File: src/rtl/keyword_nest_pkg.sv
// keyword_nest_pkg: shared constants, keyword ids and helpers for the keyword nesting checker
package keyword_nest_pkg;
    localparam logic [7:0] CH_SPACE = 8'h20;
    localparam logic [7:0] CH_B = "b";
    localparam logic [7:0] CH_E = "e";
    localparam logic [7:0] CH_F = "f";
    localparam logic [7:0] CH_J = "j";
    localparam logic KIND_BLOCK = 1'b0;
    localparam logic KIND_FORK = 1'b1;
    typedef enum logic [2:0] {KW_BEGIN, KW_END, KW_FORK, KW_JOIN, KW_NONE} kw_e;
    typedef enum logic [1:0] {M_IDLE, M_ACTIVE, M_DEAD} match_e;
    function automatic logic [7:0] fold(input logic [7:0] c);
        return (c >= "A" && c <= "Z") ? c + 8'd32 : c;
    endfunction
    function automatic logic [2:0] kw_len(input kw_e k);
        return k == KW_BEGIN ? 3'd5 : k == KW_END ? 3'd3 : k == KW_NONE ? 3'd0 : 3'd4;
    endfunction
    // Keyword spellings are left-aligned so position p is always byte p from the top.
    function automatic logic [7:0] kw_char(input kw_e k, input logic [2:0] p);
        logic [39:0] s;
        s = k == KW_BEGIN ? "begin" : k == KW_END ? {"end", 16'h0} : k == KW_FORK ? {"fork", 8'h0} : {"join", 8'h0};
        return p > 3'd4 ? 8'h00 : s[39 - 8 * int'(p) -: 8];
    endfunction
    function automatic logic kw_kind(input kw_e k);
        return (k == KW_FORK || k == KW_JOIN) ? KIND_FORK : KIND_BLOCK;
    endfunction
    function automatic logic kw_open(input kw_e k);
        return k == KW_BEGIN || k == KW_FORK;
    endfunction
    function automatic logic kw_close(input kw_e k);
        return k == KW_END || k == KW_JOIN;
    endfunction
endpackage

File: src/rtl/keyword_matcher.sv
// keyword_matcher: per-word case-insensitive recogniser for begin/end/fork/join
module keyword_matcher
    import keyword_nest_pkg::*;
(
    input  logic       clk,
    input  logic       reset,
    input  logic       in_valid,
    input  logic [7:0] in,
    output kw_e        pending_kw,
    output logic       commit
);
    match_e     st_q;
    kw_e        kw_q;
    logic [2:0] pos_q;
    logic [7:0] c;
    kw_e        first_kw;
    assign c = fold(in);
    assign first_kw = c == CH_B ? KW_BEGIN : c == CH_E ? KW_END : c == CH_F ? KW_FORK : c == CH_J ? KW_JOIN : KW_NONE;
    assign commit = in_valid && in == CH_SPACE;
    assign pending_kw = (st_q == M_ACTIVE && pos_q == kw_len(kw_q)) ? kw_q : KW_NONE;
    // Word FSM: a delimiter resets to idle, otherwise advance the prefix or fall dead.
    always_ff @(posedge clk) begin
        if (reset) begin
            st_q  <= M_IDLE;
            kw_q  <= KW_NONE;
            pos_q <= '0;
        end else if (in_valid) begin
            if (in == CH_SPACE) begin
                st_q <= M_IDLE;
            end else if (st_q == M_IDLE) begin
                kw_q  <= first_kw;
                pos_q <= 3'd1;
                st_q  <= first_kw == KW_NONE ? M_DEAD : M_ACTIVE;
            end else if (st_q == M_ACTIVE && pos_q < kw_len(kw_q) && c == kw_char(kw_q, pos_q)) begin
                pos_q <= pos_q + 3'd1;
            end else begin
                st_q <= M_DEAD;
            end
        end
    end
endmodule

File: config.mk
export PLATFORM = sky130hd
export DESIGN_NAME = keyword_matcher
export DESIGN_NICKNAME = d
export VERILOG_FILES = /design/src/rtl/keyword_nest_pkg.sv /design/src/rtl/keyword_matcher.sv
export SDC_FILE = /design/constraint.sdc
export NUM_CORES = 1
export LEC_CHECK = 0
export BUFFER_PORTS_ARGS = -buffer_cell sky130_fd_sc_hd__buf_2
export CORE_MARGIN = 8
export CORE_UTILIZATION = 51
export CTS_BUF_LIST = sky130_fd_sc_hd__clkbuf_8 sky130_fd_sc_hd__clkbuf_16
export CTS_CLUSTER_SIZE = 25
export DETAILED_ROUTE_END_ITERATION = 16
export GPL_TIMING_DRIVEN = 0
export HOLD_SLACK_MARGIN = 0.08
export PLACE_DENSITY_LB_ADDON = 0.2
export SLEW_MARGIN = 20
export SYNTH_ARGS = -nofsm -noshare
export SYNTH_HDL_FRONTEND = slang
export SYNTH_SLANG_ARGS = --single-unit
export TNS_END_PERCENT = 1
File: constraint.sdc
create_clock -name clk -period 3.55 [get_ports clk]
set_input_delay 0.71 -clock clk [delete_from_list [all_inputs] [get_ports clk]]
set_output_delay 0.71 -clock clk [all_outputs]
set_load 0.05 [all_outputs]
==> metrics.md <==
| Metric | Value |
|---|---|
| Status | `complete, no violations` |
| Drt drc | `0` |
| CTS Root Cell | `clkbuf_8` |
| FILL cells | `200` |
| Die H | `between 60 and 70 um` |
| Fraction of layout cells with a size suffix above 1 | `19.9%` |
| Largest net degree at the start of global routing | `11` |
| H-tree depth | `1` |
| CP max stage delay | `between 0.4 and 0.5 ns` |
| VDD IR max | `0.205 mV` |
| Routed WL | `3230 um` |
| Worst slew pin tran | `between 0.5 and 0.6 ns` |
| Post-DP HPWL | `between 2000 and 2500 um` |
| Core Rows | `17` |
| NetSw | `approximately 0.11 mW` |
| Worst endpoint data arrival time | `about 3.5 ns` |
| Synth Flop Type | `dfxtp_1` |
| Hold endpoint | `st_q[1]` |
| Commonest non-fill, non-tap cell in the layout | `buf_2` |
| Xor and xnor area share after synthesis | `3.00%` |
| Buf/Inv on CP | `5` |
| Hold path cells | `2` |
| Gr usage total | `between 15 and 20%` |
| Mapped Cells | `~160` |
| Part of the power in registers | `~30%` |
| CTS Buffer Depth | `2` |
| Library cells used by synthesis | `56` |
| Setup violators final | `0` |
| Crit Reg-Reg Endpoint | `pos_q[1]` |
| Hold crit path type | `register to register` |
| Sequential area share after synthesis | `a little over an eighth` |
| Simple-gate share of the synthesized area | `35.3%` |
| Overall Power | `0.316 mW` |
| Routed vias | `about 1,300` |
| Average routed wire per standard cell | `approximately 16 um` |
| Reg-to-reg critical path startpoint | `pos_q[0]` |
| Power Dens Cells | `about 240 mW/mm2` |
| Type of the worst setup path | `register to register` |
| TritonCTS Buffers | `3` |
| Critical path, cell by cell | `buf_2 > inv_1 > ha_1 > inv_1 > ha_1 > buf_4 > or4b_1 > a32o_1 > o21ai_0 > nand4_1 > buf_4 > or4_1 > a31oi_1` |
| Clock power frac | `34.3%` |
| Min cycle time layout | `between 3 and 4 ns` |
| Startpoint class of the critical path | `register` |
| Adder-cell share of the synthesized area | `about 8.4%` |
| Hold path startpoint | `st_q[1]` |
| CP max-delay cell | `or4b_1` |
| Compound-Gate Fraction of Synth Area | `31.4%` |
| Initial antenna violation count | `0` |
| Final cell utilization of the core | `60.7%` |
| Reg2reg path depth | `13` |
| Net Sw Frac | `about a third` |
| Largest family of logic cells by synthesized area | `simple AND/OR/NAND/NOR gates` |
| Clock slew at reported path FFs | `roughly 0.040 ns` |
| Top-area cell type share of the netlist area | `approximately 14%` |
| P&R area growth vs syn | `13.7%` |
| Reg2Reg Setup Slack | `0.19 ns` |
| N_diodes | `0` |
| Async SR Flop Fraction | `0%` |
| Vias in the first global route | `between 1,000 and 1,500` |
| GP Congestion | `about 0.97` |
| # IOs | `15` |
| Clock skew | `~0.00099 ns` |
| CORE AREA | `approximately 0.0022 mm2` |
| Max Clk Rate | `between 200 and 300 MHz` |
| Vias/cell | `between 6 and 7` |
| Max Cap Violations | `0` |
| Hold_buf cts | `0` |
| Port Buf Inserts | `13` |
| Fin crit share | `about 95%` |
| Clk sinks | `8` |
| Ys Warns | `0` |
| Leak pwr | `between 0.5 and 0.6 nW` |
| Initial Util | `53.3%` |
| Top post-synthesis cells by area | `dfxtp_1, ha_1, o21ai_0` |
| Syn avg cell area | `roughly 7.3 um2` |
| First-pass GRT wire length | `between 5000 and 6000 um` |
| Nets | `roughly 200` |
| Min Hold Slack | `roughly 0.5 ns` |
| Area leader, netlist | `dfxtp_1` |
| Initial DRC count | `between 60 and 70` |
| Combinational power share | `a little over a third` |
| Synthesized cell area | `0.00117 mm2` |
| Grt ovf | `0` |
| Die X | `roughly 64 um` |
| DR pass1 iterations | `4` |
| Die area | `between 0.004 and 0.005 mm2` |
| Worst skew pair latency | `approximately 0.23 ns` |
| Mapped Nets | `177` |
| Top delay family on crit path | `simple AND/OR/NAND/NOR gates` |
| Mux cell area share after synthesis | `less than 1%` |
| CP Max Fanout | `10` |
| Final Max Tran Viols | `0` |
| Most frequent cells in the layout | `buf_2, nor2_1, inv_1, o21ai_0, a21oi_1` |
| P_int | `about 0.21 mW` |
| Crit. End Element | `register` |
| Final Hold Fails | `0` |
| Slew HR | `between 60% and 70%` |
| Setup crit start | `pos_q[0]` |
| Required time worst endpoint | `~3.7 ns` |
| Post-synth EDFFs | `0` |
| Synthesized flop and latch total | `8` |
| Routed Antenna Nets | `0` |
| CTS tree | `yes` |
registers in the layout, indices dropped and copies added (netlist names):
register,count
kw_q,3
st_q,2
pos_q,3
cells in the mapped netlist, types with 3 or more instances:
cell type	n
a31oi_1	3
o21ai_0	10
dfxtp_1	8
inv_1	10
a21oi_1	9
xnor2_1	3
nand4_1	4
nor4_1	3
nor2b_1	6
nand3_1	5
a32oi_1	3
nand2_1	8
buf_2	6
nor2_1	11
ha_1	7
o41ai_1	3
or3_1	4
nand2b_1	3
nor3_1	7
tightest hold or removal path, delay by kind of cell, from the launching register on:
kind            cells  cell delay (ns)
compound gates      2             0.14
flops               1             0.32
how the worst max path moves through the flow:
stage / endpoint / cells after the start
detailed placement: pos_q[1] / 12
global placement: pos_q[1] / 12
floorplan: pos_q[1] / 12
finish: pos_q[1] / 13
global route: pos_q[1] / 13
CTS: pos_q[1] / 12
power by group through the flow:
stage | registers [mW] | logic (mW) | clock network (mW)
floorplan | 0.0956 | 0.0792 | 0
global placement | 0.0961 | 0.104 | 0
detailed placement | 0.0962 | 0.107 | 0
CTS | 0.0946 | 0.107 | 0.112
global route | 0.0951 | 0.124 | 0.115
finish | 0.0949 | 0.113 | 0.109
cells by family (layout without fill, tap and decap cells):
group	after synthesis	count (layout)
adder cells (fa/ha/maj)	8	8
AO/OA/AOI/OAI	49	49
AND/OR/NAND/NOR	69	69
buffers and inverters	20	37
XOR/XNOR	4	4
flip-flops	8	8
multiplexers	1	1
metrics by stage:
stage	instances	worst slack (ns)	cell area, um2	TNS (ns)
finish	204	0.195	1330	0
global route	204	-0.0697	1330	-0.107
CTS	203	0.0620	1310	0
detailed placement	200	0.0969	1270	0
global placement	200	0.0669	1270	0
floorplan	159	0.569	1170	0
per-layer routing:
metal / up-vias / track usage [%] / wire length (um)
li1: 647 / - / -
met1: 582 / 19.2 / 1470
met2: 54 / 25.2 / 1540
met3: 4 / 1.57 / 174
met4: 0 / 8.08 / 39
met5: - / 0 / 0
final cells by class:
type | instances | area [um2] | area share (%)
tap | 28 | 35.0 | 2.64
inverter | 11 | 41.3 | 3.11
clock buffer | 3 | 41.3 | 3.11
timing repair buffer | 14 | 72.6 | 5.46
buffer | 9 | 45.0 | 3.39
multi-input combinational | 131 | 933 | 70.2
sequential | 8 | 160 | 12.1
what timing repair did:
item,CTS,global route
setup buffers,0,1
endpoints found under the setup margin,0,4
resized for setup,0,3
hold endpoints to repair,0,0
Power figures use the tool's default switching activity.
